### config.mk
export PLATFORM = sky130hd
export DESIGN_NAME = adc_scan_sequencer_flat
export DESIGN_NICKNAME = d
export VERILOG_FILES = /design/src/rtl/adc_scan_sequencer_pkg.sv /design/src/rtl/adc_scan_sequencer_if.sv /design/src/rtl/adc_scan_sequencer_rr_pick.sv /design/src/rtl/adc_scan_sequencer.sv /design/src/flat_wrapper.sv
export SDC_FILE = /design/constraint.sdc
export NUM_CORES = 1
export LEC_CHECK = 0
export CAP_MARGIN = 20
export CORE_MARGIN = 2
export CORE_UTILIZATION = 55
export CTS_CLUSTER_DIAMETER = 30
export CTS_CLUSTER_SIZE = 16
export DETAILED_ROUTE_END_ITERATION = 10
export PLACE_DENSITY = 0.78
export SETUP_SLACK_MARGIN = 0.02
export SYNTH_ARGS = -nofsm -noshare
export SYNTH_HDL_FRONTEND = slang
export SYNTH_SLANG_ARGS = --single-unit
### constraint.sdc
create_clock -name clk -period 4 [get_ports clk]
set_clock_uncertainty 0.15 [all_clocks]
set_input_delay 0.6 -clock clk [delete_from_list [all_inputs] [get_ports clk]]
set_output_delay 0.6 -clock clk [all_outputs]
set_load 0.02 [all_outputs]
### src/rtl/adc_scan_sequencer_pkg.sv
// Shared constants and FSM state type for the ADC scan sequencer.
package adc_scan_sequencer_pkg;

  localparam int unsigned ADC_NCH     = 8;
  localparam int unsigned ADC_DW      = 10;
  localparam int unsigned ADC_CH_W    = 3;
  localparam int unsigned ADC_TIMEOUT = 40;

  typedef enum logic [2:0] {
    ST_IDLE    = 3'd0,
    ST_SETUP   = 3'd1,
    ST_CONVERT = 3'd2,
    ST_CAPTURE = 3'd3,
    ST_GAP     = 3'd4
  } adc_state_t;

endpackage

### src/rtl/adc_scan_sequencer_if.sv
// Handshake between the scan sequencer and the serial ADC interface block.
interface adc_scan_sequencer_if;
  import adc_scan_sequencer_pkg::*;

  logic                adc_enable;
  logic [ADC_CH_W-1:0] adc_ch;
  logic                adc_done;
  logic [ADC_DW-1:0]   adc_data;

  modport master (output adc_enable, adc_ch, input adc_done, adc_data);
  modport slave  (input adc_enable, adc_ch, output adc_done, adc_data);
endinterface

### src/rtl/adc_scan_sequencer_rr_pick.sv
// Combinational round-robin finder: first set mask bit strictly after ptr, wrapping.
module adc_scan_sequencer_rr_pick
  import adc_scan_sequencer_pkg::*;
#(
  parameter int unsigned NCH  = ADC_NCH,
  parameter int unsigned CH_W = ADC_CH_W
) (
  input  logic [NCH-1:0]  mask,
  input  logic [CH_W-1:0] ptr,
  output logic [CH_W-1:0] pick,
  output logic            found
);

  int unsigned idx;

  always_comb begin
    pick  = '0;
    found = 1'b0;
    idx   = 0;
    for (int unsigned i = 1; i <= NCH; i++) begin
      idx = (32'(ptr) + i) % NCH;
      if (!found && mask[CH_W'(idx)]) begin
        found = 1'b1;
        pick  = CH_W'(idx);
      end
    end
  end

endmodule

### src/rtl/adc_scan_sequencer.sv
// Round-robin / one-shot scheduler for the shared serial ADC, with per-channel result bank.
module adc_scan_sequencer
  import adc_scan_sequencer_pkg::*;
#(
  parameter int unsigned NCH     = ADC_NCH,
  parameter int unsigned DW      = ADC_DW,
  parameter int unsigned TIMEOUT = ADC_TIMEOUT
) (
  input  logic                clk,
  input  logic                rst,
  input  logic                scan_en,
  input  logic [NCH-1:0]      ch_mask,
  input  logic                sw_req,
  input  logic [ADC_CH_W-1:0] sw_ch,
  output logic                sw_ack,
  adc_scan_sequencer_if.master adc,
  output logic                res_valid,
  output logic [ADC_CH_W-1:0] res_ch,
  output logic [DW-1:0]       res_data,
  input  logic [ADC_CH_W-1:0] rd_ch,
  output logic [DW-1:0]       rd_data,
  output logic                busy,
  output logic                timeout_err
);

  localparam int unsigned CH_W  = ADC_CH_W;
  localparam int unsigned CNT_W = (TIMEOUT > 1) ? $clog2(TIMEOUT) : 1;

  adc_state_t       state_q, state_d;
  logic [CH_W-1:0]  rr_ptr;
  logic [CH_W-1:0]  pick;
  logic             pick_found;
  logic [CNT_W-1:0] cnt_q;
  logic [DW-1:0]    bank [NCH];
  logic             grant_sw, grant_scan, done_hit, abort;

  adc_scan_sequencer_rr_pick #(.NCH(NCH), .CH_W(CH_W)) u_rr_pick (
    .mask  (ch_mask),
    .ptr   (rr_ptr),
    .pick  (pick),
    .found (pick_found)
  );

  always_ff @(posedge clk) begin
    if (rst) state_q <= ST_IDLE;
    else     state_q <= state_d;
  end

  // One-shot requests win at the IDLE decision; a running frame is never pre-empted.
  always_comb begin
    state_d    = state_q;
    grant_sw   = 1'b0;
    grant_scan = 1'b0;
    done_hit   = 1'b0;
    abort      = 1'b0;
    case (state_q)
      ST_IDLE: begin
        if (sw_req) begin
          grant_sw = 1'b1;
          state_d  = ST_SETUP;
        end else if (scan_en && pick_found) begin
          grant_scan = 1'b1;
          state_d    = ST_SETUP;
        end
      end
      ST_SETUP: state_d = ST_CONVERT;
      ST_CONVERT: begin
        if (adc.adc_done) begin
          done_hit = 1'b1;
          state_d  = ST_CAPTURE;
        end else if (cnt_q == CNT_W'(TIMEOUT - 1)) begin
          abort   = 1'b1;
          state_d = ST_GAP;
        end
      end
      ST_CAPTURE: state_d = ST_GAP;
      ST_GAP:     state_d = ST_IDLE;
      default:    state_d = ST_IDLE;
    endcase
  end

  // Enable covers CONVERT and CAPTURE so data_out stays valid while it is captured.
  always_ff @(posedge clk) begin
    if (rst) begin
      sw_ack         <= 1'b0;
      res_valid      <= 1'b0;
      res_ch         <= '0;
      res_data       <= '0;
      busy           <= 1'b0;
      timeout_err    <= 1'b0;
      adc.adc_enable <= 1'b0;
      adc.adc_ch     <= '0;
      rr_ptr         <= CH_W'(NCH - 1);
      cnt_q          <= '0;
    end else begin
      sw_ack         <= grant_sw;
      res_valid      <= done_hit;
      busy           <= (state_d != ST_IDLE);
      adc.adc_enable <= (state_d == ST_CONVERT) || (state_d == ST_CAPTURE);
      if (grant_sw) begin
        adc.adc_ch <= sw_ch;
      end else if (grant_scan) begin
        adc.adc_ch <= pick;
        rr_ptr     <= pick;
      end
      if (state_q == ST_CONVERT && state_d == ST_CONVERT) cnt_q <= cnt_q + CNT_W'(1);
      else                                                 cnt_q <= '0;
      if (done_hit) begin
        res_ch   <= adc.adc_ch;
        res_data <= adc.adc_data;
      end
      if (abort) timeout_err <= 1'b1;
    end
  end

  always_ff @(posedge clk) begin
    if (rst) begin
      for (int unsigned i = 0; i < NCH; i++) bank[i] <= '0;
    end else if (state_q == ST_CAPTURE) begin
      bank[adc.adc_ch] <= adc.adc_data;
    end
  end

  assign rd_data = bank[rd_ch];

endmodule

### src/flat_wrapper.sv
// flat-port wrapper written by rule: the top's interface ports become plain ports
module adc_scan_sequencer_flat import adc_scan_sequencer_pkg::*;
#(
  parameter int unsigned NCH     = ADC_NCH,
  parameter int unsigned DW      = ADC_DW,
  parameter int unsigned TIMEOUT = ADC_TIMEOUT
)
  (clk, rst, scan_en, ch_mask, sw_req, sw_ch, sw_ack, res_valid, res_ch, res_data, rd_ch, rd_data, busy, timeout_err, adc_adc_enable, adc_adc_ch, adc_adc_done, adc_adc_data);
  adc_scan_sequencer_if adc_i ();
  input  logic clk;
  input  logic rst;
  input  logic scan_en;
  input  logic [NCH-1:0] ch_mask;
  input  logic sw_req;
  input  logic [ADC_CH_W-1:0] sw_ch;
  output logic sw_ack;
  output logic res_valid;
  output logic [ADC_CH_W-1:0] res_ch;
  output logic [DW-1:0] res_data;
  input  logic [ADC_CH_W-1:0] rd_ch;
  output logic [DW-1:0] rd_data;
  output logic busy;
  output logic timeout_err;
  output wire logic [$bits(adc_i.adc_enable)-1:0] adc_adc_enable;
  output wire logic [$bits(adc_i.adc_ch)-1:0] adc_adc_ch;
  input wire logic [$bits(adc_i.adc_done)-1:0] adc_adc_done;
  input wire logic [$bits(adc_i.adc_data)-1:0] adc_adc_data;
  assign adc_adc_enable = adc_i.adc_enable;
  assign adc_adc_ch = adc_i.adc_ch;
  assign adc_i.adc_done = adc_adc_done;
  assign adc_i.adc_data = adc_adc_data;
  adc_scan_sequencer #(.NCH(NCH), .DW(DW), .TIMEOUT(TIMEOUT)) u_core (.clk(clk), .rst(rst), .scan_en(scan_en), .ch_mask(ch_mask), .sw_req(sw_req), .sw_ch(sw_ch), .sw_ack(sw_ack), .adc(adc_i), .res_valid(res_valid), .res_ch(res_ch), .res_data(res_data), .rd_ch(rd_ch), .rd_data(rd_data), .busy(busy), .timeout_err(timeout_err));
endmodule
==> results.toml, run 1 <==
[logic_synthesis]
synth-seq-cells = 113
synth-async-reset-ratio_pct = 0
syn_nets = 498
yosysSeqAreaShare_pct = 52.7
synthCells = 466
syn-cell-area_sq_mm = 0.00581
synth.distinct_cells = 48
yosysWarnings = 0
post_synth.cell_area_avg_sq_um = 12.5
synth_flop_cell = "edfxtp_1"
synth_edf_count = 80

[setup_path]
critPathLaunch = "rd_ch[0]"
critPathLaunchType = "input port"
cp.required_ps = 3250
reg2reg_from = "u_core.rr_ptr[0]"
critPathSlowestCell = "clkdlybuf4s50_1"
worstSetupEndpointType = "output pin"
cp_cell_sequence = "clkdlybuf4s50_1 -> buf_12 -> mux4_2 -> mux2_2 -> clkdlybuf4s50_1"
cp_common_cell = "clkdlybuf4s50_1"
worstSetupPathType = "input port to output pin"
worst_ep_arrival_time_ps = 2710
critPathMaxStageDelay_ps = 540
worstPathMaxFanout = 20

[power]
p_per_area_mw_per_mm2 = 511
power_leakage_nw = 2.62
max-vdd-ir-drop_uv = 299

[global_route]
antenna_found_initial = 0
met2_usage_pct = 44.3
grt_remaining_overflow = 0
top_usage_layer = "met2"
met3_usage_pct = 5.35
grt_pass1_vias = 4218
grt_pass1_wl_mm = 21.7
grt_use_total_pct = 25.4
grt_max_degree = 37
use_met1_pct = 30.8

[clocking]
clk_latency_ps = 510
post-cts-setup-buffers = 0
cts_root_buf = "clkbuf_8"
cts_sinks = 113
cts_htree_levels = 4
cts_buffers = 17
cts_resized = 0
cts_tree = "done"
ctsHoldBuffers = 0
cts_buffer_depth = 2
clk_pin_slew_ps = 60

[placement]
postPlaceCellArea_sq_mm = 0.00657
gp_congestion = 0.891
dp_hpwl_mm = 8.69
numPortBuffers = 59
post-place-ws_ps = 548

[layout]
fillers = 725
fin_util_pct = 70.0
finalInstanceArea_sq_mm = 0.00719
final_common_cell = "and2_1"
most-common-layout-cells = "81 x and2_1, 80 x edfxtp_1, 59 x clkdlybuf4s50_1, 42 x nand2_1, 36 x mux4_2"
multiInputGateArea_sq_mm = 0.00261
seq_area_sq_mm = 0.00306
nNetsFinal = 563
drive_gt1_share_pct = 21.0
antennaDiodeCount = 0
area_growth_syn_to_layout_pct = 23.8

[run_status]
status = "finished, final reports clean"

[routing]
drt-wirelength-per-cell_um = 19.4
wl_mm = 13.2
ant_nets = 0
drc = 0
drt_iter0_markers = 276
dr.pass1.iters = 5
vias = 3966
viasPerCell = 5.83

[timing]
post-route-min-period_ps = 3460
slew_violations = 0
setup_ws_ps = 542
relSlewSlack_pct = 60.0
setup_viol = 0
fmax_mhz = 289
rsz0062_at_grt = "false"
hold_slack_ps = 305
report.final.hold_viol_count = 0
fin_tns_setup_ps = 0
tightestPinTransition_ps = 599
post-route-period-util_pct = 86.5

[floorplanning]
die_h_um = 107
die_w_um = 107
start_util_pct = 56.5
coreArea_sq_mm = 0.0103
ios = 60
dieArea_sq_mm = 0.0114
rows = 37

[hold_path]
hp-class = "flip-flop to flip-flop"
hold_start = "u_core.res_data[2]"

[job]
maxCapViolCount = 0
==> state kept, by name, indices dropped and copies added (netlist names) <==
signal and flops:
u_core.res_valid 1, u_core.sw_ack 1, u_core.timeout_err 1, u_core.adc.adc_enable 1, u_core.res_data 10, u_core.rr_ptr 3
u_core.bank 80, u_core.busy 1, u_core.res_ch 3, u_core.cnt_q 6, u_core.state_q 3, u_core.adc.adc_ch 3
==> kinds of logic after synthesis <==
family | after synthesis | share of synthesized area, %
AO/OA/AOI/OAI | 55 | 5.92
AND/OR/NAND/NOR | 189 | 17.1
XOR/XNOR | 8 | 1.34
multiplexers | 66 | 19.9
flip-flops | 113 | 52.7
buffers and inverters | 32 | 2.37
adder cells (fa/ha/maj) | 3 | 0.646
==> through the flow <==
stage,instances,power [mW]
finish,680,3.67
global route,680,3.81
CTS,680,3.68
detailed placement,648,2.13
global placement,648,2.11
floorplan,466,1.92
==> cell usage after synthesis (4+ instances only) <==
library cell   n  share of area, %
buf_2          5              0.43
xnor2_1        4              0.60
nand3_1        6              0.52
nand2b_1       4              0.43
mux2_2        20               3.9
nor3_1         7              0.60
inv_1          4              0.26
a22oi_1        4              0.52
dfxtp_1       33                11
mux2i_1        6               1.0
and2_1        81               8.7
edfxtp_1      80                41
or2_2          8              0.86
nor2_1        31               2.0
clkbuf_1      19               1.2
a21oi_1       29               2.5
nand2_1       42               2.7
mux4_2        36                14
==> critical path: cells and delay by family <==
| kind | cells | cell delay [ps] |
|---|---|---|
| buf+inv | 3 | 1260 |
| mux | 2 | 840 |
==> cell type report <==
class                   instances  area share [%]
clock buffers                  17            5.76
multi-input cells             321            36.3
clock inverters                15            2.87
well taps                     136            2.37
repair buffers                 73            9.85
flip-flops and latches        113            42.6
inverters                       5           0.261
==> layer usage <==
layer | vias up | share of wire [%]
li1 | 1844 | -
met1 | 1932 | 38
met2 | 175 | 54
met3 | 15 | 7.3
met4 | 0 | 1.1
met5 | - | 0
==> final timing paths <==
kind / slack (ps) / to / cells past startpoint
max: 540 / rd_data[6] / 5
min: 310 / u_core.res_data[2] / 2
max reg2reg: 690 / u_core.rr_ptr[1] / 9
min reg2reg: 310 / u_core.res_data[2] / 2
==> power breakdown <==
part,switching [mW],total [mW],internal [mW]
clock,0.546,1.56,1.02
sequential,0.0404,1.34,1.30
combinational,0.401,0.763,0.362
total,0.987,3.67,2.68
(Power assumes the default switching activity.)
==> inputs of run 2 (changes only) <==
- CAP_MARGIN: 20 -> unset
==> results of run 2 <==
Same layout as run 1: the final DEF is identical, and so are final timing and power.
==> inputs of run 3 (changes only) <==
- CORE_UTILIZATION: 55 -> 50
- PLACE_DENSITY: 0.78 -> 0.72
==> run 3 against run 2 <==
Net effect: core utilization shrank 6.9 points; via count grew 2.0%; register-to-register slack improved by 170 ps; sequential share of layout area is 0.13 points higher; clock-buffer cell count stayed put; sequential power is essentially flat; combinational power rose by 1%; routed wire length increased by 5.2%; global-route usage shrank 2.2 points; clock power down 5%; design area down 0.31%; worst hold slack better by 3.8 ps; critical endpoint is now rd_data[2]; largest cell class unchanged.
==> results.toml, run 3 (synthesis results as in run 1) <==
[global_route]
grt_use_total_pct = 23.2
grt_max_degree = 37
grt_remaining_overflow = 0
antenna_found_initial = 0
grt_pass1_vias = 4135
grt_pass1_wl_mm = 22.2

[floorplanning]
start_util_pct = 51.1
rows = 39
ios = 60
die_w_um = 112
coreArea_sq_mm = 0.0114
die_h_um = 112
dieArea_sq_mm = 0.0125

[timing]
relSlewSlack_pct = 51.6
tightestPinTransition_ps = 725
post-route-period-util_pct = 86.5
slew_violations = 0
setup_ws_ps = 538
hold_slack_ps = 309
fin_tns_setup_ps = 0
setup_viol = 0
rsz0062_at_grt = "false"
fmax_mhz = 289
post-route-min-period_ps = 3460
report.final.hold_viol_count = 0

[hold_path]
hp-class = "flip-flop to flip-flop"
hold-path-cell-count = 2
hold_path_end = "u_core.res_data[0]"
hold_start = "u_core.res_data[0]"

[layout]
top_regs = "u_core.bank: 80 flops, u_core.res_data: 10 flops, u_core.cnt_q: 6 flops"
fin_util_pct = 63.0
largest_reg_flops = 80
most-common-layout-cells = "81 x and2_1, 80 x edfxtp_1, 59 x clkdlybuf4s50_1, 42 x nand2_1, 36 x mux4_2"
top_register = "u_core.bank"
finalInstanceArea_sq_mm = 0.00717
drive_gt1_share_pct = 21.0
antennaDiodeCount = 0
instances_no_fill = 687
area_growth_syn_to_layout_pct = 23.4
fillers = 846
final_common_cell = "and2_1"
nNetsFinal = 563

[setup_path]
reg2reg_from = "u_core.rr_ptr[1]"
worst_ep_arrival_time_ps = 2710
rrSetupSlack_ps = 860
worstSetupPathType = "input port to output pin"
worstPathMaxFanout = 20
worstSetupEndpointType = "output pin"
cp_common_cell = "clkdlybuf4s50_1"
cp.required_ps = 3250
critPathMaxStageDelay_ps = 560
critPathLaunchType = "input port"
cp_top_family = "buffers and inverters"
critPathBufInv = 3
rr_endpoint = "u_core.adc.adc_ch[1]"
reg2regPathDepth = 10
critPathSlowestCell = "clkdlybuf4s50_1"
cp_cell_sequence = "clkdlybuf4s50_1 -> buf_12 -> mux4_2 -> mux2_2 -> clkdlybuf4s50_1"

[placement]
postPlaceCellArea_sq_mm = 0.00658
gp_congestion = 0.836
numPortBuffers = 59
dp_hpwl_mm = 9.38
dpl.cell_count = 655
post-place-ws_ps = 541

[routing]
wl_mm = 13.9
dr.pass1.iters = 5
drt_iter0_markers = 259
viasPerCell = 5.89
drc = 0
drt-wirelength-per-cell_um = 20.2
ant_nets = 0
vias = 4047

[clocking]
cts_htree_levels = 4
clk_latency_ps = 410
cts_resized = 0
cts_buffer_depth = 2
cts_tree = "done"
post-cts-setup-buffers = 0
cts_buffers = 17
cts_sinks = 113
cts_root_buf = "clkbuf_16"
clk_pin_slew_ps = 50
ctsHoldBuffers = 0

[power]
p_per_area_mw_per_mm2 = 502
fin_total_pwr_mw = 3.60
max-vdd-ir-drop_uv = 363
power_leakage_nw = 2.59

[job]
maxCapViolCount = 0

[run_status]
status = "finished, final reports clean"
run 3: cell count changes in the layout (fill, tap and decap cells not counted), sizes merged:
cell and change:
inv -3, bufinv -2, clkinv +2, clkinvlp +3
run 3: layer usage:
| layer | track usage (%) | part of all wire [%] | vias up |
|---|---|---|---|
| met5 | 0 | 0 | - |
| met4 | 7.00 | 1.4 | 0 |
| met3 | 5.39 | 6.3 | 16 |
| met2 | 39.2 | 51 | 154 |
| met1 | 30.0 | 41 | 2031 |
| li1 | - | - | 1846 |
run 3: area by class of cell:
| class | count | area, sq um | area share (%) |
|---|---|---|---|
| multi-input combinational | 321 | 2610 | 36.4 |
| inverter | 5 | 18.8 | 0.262 |
| clock buffer | 17 | 425 | 5.94 |
| sequential | 113 | 3060 | 42.7 |
| tap | 143 | 179 | 2.50 |
| clock inverter | 15 | 164 | 2.29 |
| timing repair buffer | 73 | 708 | 9.88 |
run 3: worst register-to-register path: stages, from the launching register on:
cell and delay (ps):
dfxtp_1 300, buf_4 220, inv_1 150, ha_1 340
buf_4 200, mux4_2 400, mux2_2 320, nor3_1 320
a21oi_1 120, a311oi_1 360, o21ba_1 190
run 3: power by group:
part | switching, mW | internal, mW | leakage, nW | total (mW)
logic | 0.407 | 0.365 | 1.22 | 0.773
clock network | 0.555 | 0.920 | 0.273 | 1.48
registers | 0.0445 | 1.30 | 1.09 | 1.35
total | 1.01 | 2.59 | 2.59 | 3.60
run 3: worst max path at each step:
stage,from,end,cells after the start
2_1_floorplan,u_core.rr_ptr[0],u_core.rr_ptr[1],11
5_1_grt,rd_ch[0],rd_data[2],5
3_3_place_gp,rd_ch[0],rd_data[2],5
6_report,rd_ch[0],rd_data[2],5
3_5_place_dp,rd_ch[0],rd_data[2],5
4_1_cts,rd_ch[0],rd_data[2],5
